### src/rtl/rom_port_arbiter.sv
// rom_port_arbiter: shares the single-read-port code ROM between instruction fetch and data load
module rom_port_arbiter #(
    parameter int ROM_LAT    = 1,
    parameter int STARVE_MAX = 4
) (
    input  logic        clk,
    input  logic        reset,
    input  logic        i_req,
    input  logic [31:0] i_addr,
    output logic        i_gnt,
    output logic        i_rvalid,
    output logic [31:0] i_rdata,
    output logic        i_err,
    input  logic        d_req,
    input  logic [31:0] d_addr,
    output logic        d_gnt,
    output logic        d_rvalid,
    output logic [31:0] d_rdata,
    output logic        d_err,
    output logic [31:0] rom_addr,
    output logic        rom_cs,
    input  logic [31:0] rom_data
);
    localparam int SW = STARVE_MAX > 0 ? $clog2(STARVE_MAX + 1) : 1;
    localparam int LW = $clog2(ROM_LAT + 1);
    typedef enum logic [1:0] {IDLE, ISSUE, WAIT, RESP} state_t;
    state_t        state;
    logic [SW-1:0] starve_cnt;
    logic [LW-1:0] wait_cnt;
    logic          owner;
    logic          force_i;
    logic          d_win;
    logic          grant;
    logic          mis;
    logic          done;
    logic          resp_d;
    logic [31:0]   g_addr;
    // Fetch overrides data priority only once it has lost STARVE_MAX arbitrations in a row
    always_comb begin
        force_i = STARVE_MAX != 0 && starve_cnt == SW'(STARVE_MAX) && i_req;
        d_win   = d_req && !force_i;
        i_gnt   = state == IDLE && !reset && i_req && !d_win;
        d_gnt   = state == IDLE && !reset && d_win;
        grant   = i_gnt || d_gnt;
        g_addr  = d_gnt ? d_addr : i_addr;
        mis     = grant && g_addr[1:0] != 2'b00;
        done    = state == WAIT && wait_cnt == '0;
        resp_d  = mis ? d_gnt : owner;
    end
    always_ff @(posedge clk or posedge reset) begin
        if (reset) begin
            state      <= IDLE;
            starve_cnt <= '0;
            wait_cnt   <= '0;
            owner      <= 1'b0;
            rom_addr   <= '0;
            rom_cs     <= 1'b0;
            i_rvalid   <= 1'b0;
            i_rdata    <= '0;
            i_err      <= 1'b0;
            d_rvalid   <= 1'b0;
            d_rdata    <= '0;
            d_err      <= 1'b0;
        end else begin
            rom_cs   <= 1'b0;
            i_rvalid <= 1'b0;
            d_rvalid <= 1'b0;
            if (!i_req || i_gnt)
                starve_cnt <= '0;
            else if (d_gnt && starve_cnt != SW'(STARVE_MAX))
                starve_cnt <= starve_cnt + 1'b1;
            // Misaligned accesses answer straight from the grant, never touching the ROM
            if (mis || done) begin
                if (resp_d) begin
                    d_rvalid <= 1'b1;
                    d_rdata  <= mis ? '0 : rom_data;
                    d_err    <= mis;
                end else begin
                    i_rvalid <= 1'b1;
                    i_rdata  <= mis ? '0 : rom_data;
                    i_err    <= mis;
                end
            end
            case (state)
                IDLE: if (grant) begin
                    owner <= d_gnt;
                    if (mis) begin
                        state <= RESP;
                    end else begin
                        state    <= ISSUE;
                        rom_addr <= g_addr;
                        rom_cs   <= 1'b1;
                    end
                end
                ISSUE: begin
                    state    <= WAIT;
                    wait_cnt <= LW'(ROM_LAT - 1);
                end
                WAIT: if (done) state <= RESP; else wait_cnt <= wait_cnt - 1'b1;
                RESP: state <= IDLE;
                default: state <= IDLE;
            endcase
        end
    end
endmodule

### config.mk
export PLATFORM = sky130hd
export DESIGN_NAME = rom_port_arbiter
export DESIGN_NICKNAME = d
export VERILOG_FILES = /design/src/rtl/rom_port_arbiter.sv
export SDC_FILE = /design/constraint.sdc
export NUM_CORES = 1
export LEC_CHECK = 0
export ABC_AREA = 0
export BUFFER_PORTS_ARGS = -buffer_cell sky130_fd_sc_hd__buf_2
export CAP_MARGIN = 10
export CORE_MARGIN = 8
export CORE_UTILIZATION = 43
export DETAILED_ROUTE_END_ITERATION = 12
export PLACE_DENSITY_LB_ADDON = 0.25
export SLEW_MARGIN = 20
export SYNTH_ARGS = -nofsm -noshare
export SYNTH_HDL_FRONTEND = slang
export SYNTH_SLANG_ARGS = --single-unit
export TNS_END_PERCENT = 1
### constraint.sdc
create_clock -name clk -period 11.8 [get_ports clk]
set_input_delay 3.54 -clock clk [delete_from_list [all_inputs] [get_ports clk]]
set_output_delay 3.54 -clock clk [all_outputs]
set_load 0.01 [all_outputs]
==> results of run 1 <==
[kinds of logic after synthesis]
kind of cell / Yosys count
flops: 108
fa+ha+maj: 6
simple gates: 33
compound gates: 78
buf+inv: 28
mux: 61
[worst max-delay path, stage by stage]
cell and delay, ns:
sky130_fd_sc_hd__buf_2 0.13, sky130_fd_sc_hd__and2b_2 0.27, sky130_fd_sc_hd__nand3_4 0.39, sky130_fd_sc_hd__inv_1 0.13, sky130_fd_sc_hd__buf_2 0.14
[cell type report]
cell class / count / area, um^2
repair buffers: 206 / 1060
clock inverters: 6 / 53.8
inverters: 9 / 36.3
fillers: 912 / 4430
clock buffers: 10 / 128
multi-input cells: 178 / 1650
flip-flops and latches: 108 / 2700
well taps: 136 / 170
[metrics by stage]
step / std cells / area (um^2)
after floorplan: 314 / 4500
after global placement: 636 / 5590
after detailed placement: 636 / 5590
after CTS: 652 / 5780
after global routing: 653 / 5800
final: 653 / 5800
[flip-flops by register name, indices dropped and copies added (netlist names)]
register and cells:
owner 1, d_rvalid 1, wait_cnt 1, rom_cs 1
i_rvalid 1, i_err 1, i_rdata 32, d_err 1
d_rdata 32, state 2, rom_addr 32, starve_cnt 3
[synthesized netlist by cell type, drive strengths merged]
library cell / n / area (um^2)
dfrtp: 108 / 2700
a22o: 64 / 561
mux2: 60 / 676
buf: 19 / 126
inv: 9 / 33.8
ha: 6 / 75.1
nand2: 6 / 22.5
nor2: 5 / 18.8
o21ai: 5 / 25.0
and2: 4 / 25.0
nand3: 4 / 32.5
nor3b: 4 / 35.0
a21boi: 2 / 18.8
a21o: 2 / 15.0
and3: 2 / 12.5
nand3b: 2 / 15.0
nor3: 2 / 15.0
a211oi: 1 / 7.51
a21oi: 1 / 8.76
a22oi: 1 / 7.51
and2b: 1 / 8.76
mux2i: 1 / 22.5
nand2b: 1 / 6.26
nand4b: 1 / 8.76
o21bai: 1 / 7.51
o22ai: 1 / 6.26
or3: 1 / 6.26
[worst min-delay path by stage]
stage                                        start                        to  slack (ns)
after CTS                  rom_addr[1]$_DFFE_PP0P_   rom_addr[1]$_DFFE_PP0P_        0.50
after floorplan                  owner$_DFFE_PP0P_         owner$_DFFE_PP0P_        0.47
after global routing      rom_addr[21]$_DFFE_PP0P_  rom_addr[21]$_DFFE_PP0P_        0.50
after global placement           i_err$_DFFE_PP0P_         i_err$_DFFE_PP0P_        0.46
after detailed placement   rom_addr[1]$_DFFE_PP0P_   rom_addr[1]$_DFFE_PP0P_        0.47
final                      rom_addr[9]$_DFFE_PP0P_   rom_addr[9]$_DFFE_PP0P_        0.49
[power groups by stage]
stage	Clock [mW]	Combinational, mW	Sequential (mW)
floorplan	0	0.274	0.677
global placement	0	0.571	0.606
detailed placement	0	0.586	0.612
CTS	0.218	0.585	0.605
global route	0.233	0.625	0.624
finish	0.208	0.573	0.604
[per-layer routing]
metal | share of wire [%] | vias up
li1 | - | 1556
met1 | 39 | 1672
met3 | 5.4 | 8
met4 | 1.2 | 0
met2 | 54 | 96
met5 | 0 | -
==> results summary, run 1 <==
The final hold slack is about 0.49 ns. The overall global routing resource usage came out at 16.5%. The met1 global-route usage is 18.7%. The height of the chip is roughly 120 um. The remaining global-route overflow is 0. The startpoint identified for the worst register-to-register timing path is state[0]$_DFFE_PP0P_. In this run the worst path has a maximum fanout of 34. The worst ir drop on vdd is 0.0968 mV. TritonCTS built the clock tree. The post-synthesis instance area is 4500 um^2. The number of hold violations in the final report is 0. The most critical setup path has its startpoint at reset. Summing the areas of all compound-gate instances in the mapped netlist gives 14.6% of the synthesized area. The highest achievable clock rate came out at 0.123 GHz. In this run the worst hold path is classified as flop to flop. The setup check on the worst reg-to-reg path leaves a slack of roughly 9 ns.

The required time of the critical path is 8.26 ns. The number of nets in the final layout is ~620. The portion of netlist area occupied by mux cells came out at between 10% and 20%. The detailed router placed around 3300 vias in this run. The number of different library cells in the post-synthesis netlist is 34. The switching part of the total power is 36.5%. The routed wire length per instance came out at about 18 um. The max-slew violation count came to 0. Summed over all layers, the routed wires come to 11600 um. The diode insertion count for antenna repair came out at 0. The initial antenna violation count came to 0. The worst register-to-register path ends at rom_addr[27]$_DFFE_PP0P_. The clock transition at the registers of the reported paths came out at ~0.1 ns. met2 is the most crowded layer. The number of buffers added on ports is 202. The hold buffer count at cts came out at 0. The number of remaining DRC errors came out at 0. Of the available clock period, the critical path in the final layout requires between 60% and 70%. The worst setup path is launched from an input pin. The synthesis-to-layout area growth came out at 29.0%. The dominant combinational cell family by area after synthesis is multiplexers. The static power due to leakage came out at 3.06 nW. The H-tree level count is 3. The sequential element share of the synthesized area is 60.1%. When the netlist entered floorplanning its net count stood at 420.

The max-capacitance violation count came out at 0. The TritonCTS buffer count came out at 9. The final number of setup-violating endpoints is 0. In this run the power spent charging and discharging nets is 0.505 mW. The synthesized area per cell came out at 14.3 um^2. The number of nets still failing antenna checks after routing came out at 0. The synthesized netlist cell count came out at 314. The met3 track demand over resource in global routing came out at 4.62%. Clock tree synthesis selected as its root buffer the cell sky130_fd_sc_hd__clkbuf_8.

The actual slew at the worst max-slew pin came out at 0.959 ns. The post-route minimum period is 8.16 ns. Summed over all nets, the half-perimeter wirelength after detailed placement is 8580 um. Total power for the finished layout comes to 1.39 mW.

The register share of total power came out at 43.6%. The synthesized netlist devotes 1.67% of its cell area to adder and majority cells. The overall die width came out at around 120 um. The clock skew after layout came out at between 0.01 and 0.015 ns. The pre-CTS setup slack came out at 3.63 ns. The worst-case headroom to the max-slew limit came out at 35.9%. The internal portion of total power came out at 0.880 mW. The areal power density over the cells is 239 nW/um^2. The effective utilization at floorplan is 44.0%. The total setup buffers inserted after CTS came out at 0.

The worst setup path is of the input pin to output pin kind. The number of gates resized after CTS is 0. Leaving out fill and tap cells, the most frequent cell in the layout is sky130_fd_sc_hd__buf_2. After floorplanning, the core was divided into 37 placement rows. The final total negative setup slack is 0 ns. The die covers around 14000 um^2. The DRC marker count from the first detailed-route iteration is 210. The portion of total power attributed to combinational logic came out at 41.4%. Data on the critical path arrives at its endpoint at 4.62 ns. Setup repair after global routing left no endpoint under its margin.

The number of clock sinks is roughly 110. The insertion delay to the later sink of the worst-skew pair is around 0.35 ns. The via count of the first global-routing pass came out at 3629. The routing usage on met2 is 29.7%. After detailed routing, the number of vias per cell comes to 5.10.

The worst hold path stage count came out at 1. STA classifies the critical path endpoint as an output pin. Cells fill 56.7% of the core in the end. The clock group share of total power is 15.0%. Leaving out fill and tap cells, the most frequent cells in the layout are sky130_fd_sc_hd__buf_2, sky130_fd_sc_hd__dfrtp_1, sky130_fd_sc_hd__a22o_1, sky130_fd_sc_hd__mux2_1, sky130_fd_sc_hd__mux2_2. The length of the first detailed-routing pass in iterations came out at 4.

The first global-routing pass estimated 19100 um of wire. Of the total synthesized cell area, the portion taken by AND, OR, NAND and NOR gates is 4.59%. For this design the top-level I/O count stands at 203. The critical path ends at d_gnt.

The flow ran to the end, and the final reports show no timing, DRC or antenna violations. The synthesized design contains 108 register bits. The largest net degree at the start of global routing came out at 70. The number of warnings printed during yosys synthesis came out at 0. In this run the deepest clock path goes through 2 buffers. The routability-driven placement congestion ratio is 0.810. The core area is approximately 10000 um^2.

Summing the areas of all xor and xnor instances in the mapped netlist gives 0% of the synthesized area. The post-layout worst setup margin came out at roughly 3.6 ns. The path depth of the worst reg2reg path came out at 7. The fraction of final layout cells sized beyond drive strength 1 came out at 47.8%.
No activity file was read; power rests on OpenSTA's default activity.
==> run 2, diff against run 1 <==
- ABC_AREA: 0 -> 1
- clock period: 11.8 -> 7.55 ns (I/O delays scaled with it)
==> run 2 against run 1 <==
Net effect: first-iteration DRC count rose by 91%; largest cell class unchanged; synthesized cell count rose by 72%; cell count rose by 33%.
==> results summary, run 2 <==
Status: completed (unchanged). The number of gates resized after CTS is 0 (unchanged). The number of rows created at floorplan is 39 (was 37). The TritonCTS buffer count was 9 (unchanged).

The net count after synthesis is 646 (was 420). The die outline area is 15200 um^2 (was 14000 um^2). The maximum fanout along the worst path came out at 35 (was 34).

The number of inserted filler cells in the final layout came out at 1066 (was 912). The leading cell type in the layout, fill and taps excluded is sky130_fd_sc_hd__buf_2 (unchanged). The diode insertion count for antenna repair is 0 (unchanged).

Most frequent cells in the layout: sky130_fd_sc_hd__buf_2, sky130_fd_sc_hd__nand2_1, sky130_fd_sc_hd__dfrtp_1, sky130_fd_sc_hd__nand4_1, sky130_fd_sc_hd__o21ai_0 (was sky130_fd_sc_hd__buf_2, sky130_fd_sc_hd__dfrtp_1, sky130_fd_sc_hd__a22o_1, sky130_fd_sc_hd__mux2_1, sky130_fd_sc_hd__mux2_2). The cell type with the largest total area after synthesis is sky130_fd_sc_hd__dfrtp_1 (unchanged). The initial antenna violation count is 0 (unchanged). The total placed cells including tap cells is 850 (was 636).

The H-tree level count is 3 (unchanged). The overall die width came to 123 um (was 118 um). The number of nets in the final layout came out at 824 (was 618). The final number of setup-violating endpoints came out at 0 (unchanged). The static power due to leakage is 3.47 nW (was 3.06 nW). The slack of the worst reg-to-reg path was 4.77 ns (was 9.06 ns). The number of nets still failing antenna checks after routing is 0 (unchanged).

The total setup buffers inserted after CTS came out at 0 (unchanged). The element type at the critical path start is an input pin (unchanged). The sequential element share of the synthesized area was 54.7% (was 60.1%). The clock skew after layout is 0.00755 ns (was 0.0122 ns). The via-per-instance ratio is 5.14 (was 5.10).

The count of flip-flops with a built-in enable after synthesis came out at 0 (unchanged). The arrival time of the worst setup path was 3.74 ns (was 4.62 ns). The post-synthesis instance area came out at 4940 um^2 (was 4500 um^2). The half-perimeter wire length of the detailed placement result came to 9930 um (was 8580 um).

The areal power density over the cells is 397 nW/um^2 (was 239 nW/um^2). The async set-reset flop share out of synthesis was 100% (unchanged). The effective utilization at floorplan came to 43.6% (was 44.0%). The total non-filler cell area in the finished layout is 6220 um^2 (was 5800 um^2). The combined area of the multi-input logic cells came out at 1910 um^2 (was 1650 um^2).

The clock transition at the registers of the reported paths is 0.07 ns (was 0.10 ns). The synthesized area per cell was 9.15 um^2 (was 14.3 um^2). The clock tree buffer depth is 2 (unchanged). The post-detailed-routing wire length was 13800 um (was 11600 um). The first-pass GRT wire length came out at 21700 um (was 19100 um). The number of different library cells in the post-synthesis netlist is 26 (was 34). The post-route non-filler standard cell count came to 866 (was 653). The insertion delay to the later sink of the worst-skew pair is 0.35 ns (about the same). The number of storage elements in the synthesis netlist came out at 108 (unchanged). The routability-driven placement congestion ratio came out at 0.815 (was 0.810). The number of remaining DRC errors came out at 0 (unchanged). The number of hold violations in the final report is 0 (unchanged). Top cells by count, synth: sky130_fd_sc_hd__nand2_1, sky130_fd_sc_hd__dfrtp_1, sky130_fd_sc_hd__nand4_1, sky130_fd_sc_hd__o21ai_0, sky130_fd_sc_hd__or2_2 (was sky130_fd_sc_hd__dfrtp_1, sky130_fd_sc_hd__a22o_1, sky130_fd_sc_hd__mux2_1, sky130_fd_sc_hd__mux2_2, sky130_fd_sc_hd__buf_2). The DRC marker count from the first detailed-route iteration came out at 402 (was 210). Based on the critical path, the design can be clocked at up to 0.166 GHz. The number of warnings printed during yosys synthesis was 0 (unchanged).

The max-capacitance violation count was 0 (unchanged). The total vias in the final route came out at 4447 (was 3332). The fraction of final layout cells sized beyond drive strength 1 was 38.6% (was 47.8%). The largest net degree at the start of global routing came to 76 (was 70). The worst ir drop on vdd is 0.262 mV (was 0.0968 mV).

Largest registers ranked by flip-flop count: d_rdata: 32 flops, i_rdata: 32 flops, rom_addr: 32 flops (unchanged). The start-to-end type of the worst setup path was input pin to output pin (unchanged). The hold buffer count at cts is 0 (unchanged). The synthesized netlist cell count is 540 (was 314). The post-route total power came to 2.47 mW (was 1.39 mW). The number of top-level pins is 203 (unchanged).

The number of buffers added on ports came to 202 (unchanged). The root buffer cell is sky130_fd_sc_hd__clkbuf_16 (was sky130_fd_sc_hd__clkbuf_8). RSZ-0062 raised after global routing: no (unchanged). The worst-case headroom to the max-slew limit came to 37.0% (was 35.9%). The final clock period utilization by the worst path came out at between 70% and 80%. The worst min-delay path category is flop to flop (unchanged). The fraction of synthesized cell area taken by the top area cell type came to 54.7% (was 60.1%).

The max-slew violation count came out at 0 (unchanged). The capturing element type of the critical path was an output pin (unchanged). The most frequently used cell type in the post-synthesis netlist is sky130_fd_sc_hd__nand2_1 (was sky130_fd_sc_hd__dfrtp_1). The most used flip-flop cell after synthesis is sky130_fd_sc_hd__dfrtp_1 (unchanged). The synthesis-to-layout area growth is 25.9% (was 29.0%).

The TritonCTS clock tree is built (unchanged). Biggest area contributors in the synthesized netlist: sky130_fd_sc_hd__dfrtp_1, sky130_fd_sc_hd__nand2_1, sky130_fd_sc_hd__nand4_1 (was sky130_fd_sc_hd__dfrtp_1, sky130_fd_sc_hd__a22o_1, sky130_fd_sc_hd__mux2_1). The number of clock sinks is 108 (unchanged). The routed wire length per instance came out at 15.9 um (was 17.7 um). The actual slew at the worst max-slew pin was 0.944 ns (was 0.959 ns). The height of the chip is 123 um (was 118 um). The placed cell area came out at 5910 um^2 (was 5590 um^2). The via count of the first global-routing pass is 4392 (was 3629). The total area of sequential cells is 2700 um^2 (unchanged).

The overall global routing resource usage came out at 17.9% (was 16.5%). The remaining global-route overflow came to 0 (unchanged). The length of the first detailed-routing pass in iterations came out at 4 (unchanged). The required time of the critical path is 5.29 ns (was 8.26 ns). The post-route minimum period came out at between 6 and 7 ns. The final total negative setup slack came out at 0 ns (unchanged).

The core area is 11300 um^2 (was 10200 um^2).
-- run 2: layout make-up --
class / instances / area share, %
Clock buffer: 10 / 3.84
Clock inverter: 6 / 1.15
Inverter: 22 / 1.37
Multi-Input combinational cell: 372 / 30.7
Sequential cell: 108 / 43.5
Tap cell: 143 / 2.88
Timing Repair Buffer: 205 / 16.6
-- run 2: logic make-up (layout without fill, tap and decap cells) --
| kind of cell | count (synthesis) | count (layout) | share of synthesized area [%] |
|---|---|---|---|
| simple gates | 297 | 297 | 29.7 |
| buf+inv | 60 | 243 | 6.81 |
| fa+ha+maj | 6 | 6 | 1.52 |
| flops | 108 | 108 | 54.7 |
| compound gates | 69 | 69 | 7.29 |
-- run 2: metal layers --
metal,track usage [%],share of wire [%],up-vias
met3,5.02,8.3,16
met5,0,0,-
met4,5.87,1.5,0
met2,28.9,48,187
met1,22.8,42,2094
li1,-,-,2150
-- run 2: final timing paths --
kind	startpoint	to	depth (start not counted)
min in group asynchronous	reset	rom_addr[26]$_DFFE_PP0P_	2
worst max-delay path	reset	d_gnt	5
worst min register to register	i_rdata[10]$_DFFE_PP0P_	i_rdata[10]$_DFFE_PP0P_	2
worst max register to register	state[0]$_DFFE_PP0P_	i_rdata[16]$_DFFE_PP0P_	12
max in group asynchronous	reset	d_rdata[6]$_DFFE_PP0P_	3
worst min-delay path	i_rdata[10]$_DFFE_PP0P_	i_rdata[10]$_DFFE_PP0P_	2
-- run 2: power breakdown --
| part | internal, mW | leakage [nW] | switching (mW) |
|---|---|---|---|
| combinational | 0.366 | 1.94 | 0.659 |
| sequential | 0.823 | 1.38 | 0.138 |
| clock | 0.269 | 0.145 | 0.217 |
| total | 1.46 | 3.47 | 1.01 |
-- run 2: critical path, stage by stage --
cell and delay [ns]:
sky130_fd_sc_hd__buf_2 0.13, sky130_fd_sc_hd__nor2_4 0.19, sky130_fd_sc_hd__nand3_4 0.27, sky130_fd_sc_hd__inv_1 0.60, sky130_fd_sc_hd__buf_2 0.25
-- run 2: per-stage QoR --
step,hold slack (ns),utilization [%],worst slack [ns]
final,0.469,54.9,1.54
after global routing,0.490,54.9,1.38
after CTS,0.472,54.9,1.53
after detailed placement,0.454,52.2,1.53
after global placement,0.449,52.2,1.61
after floorplan,0.474,-,1.25
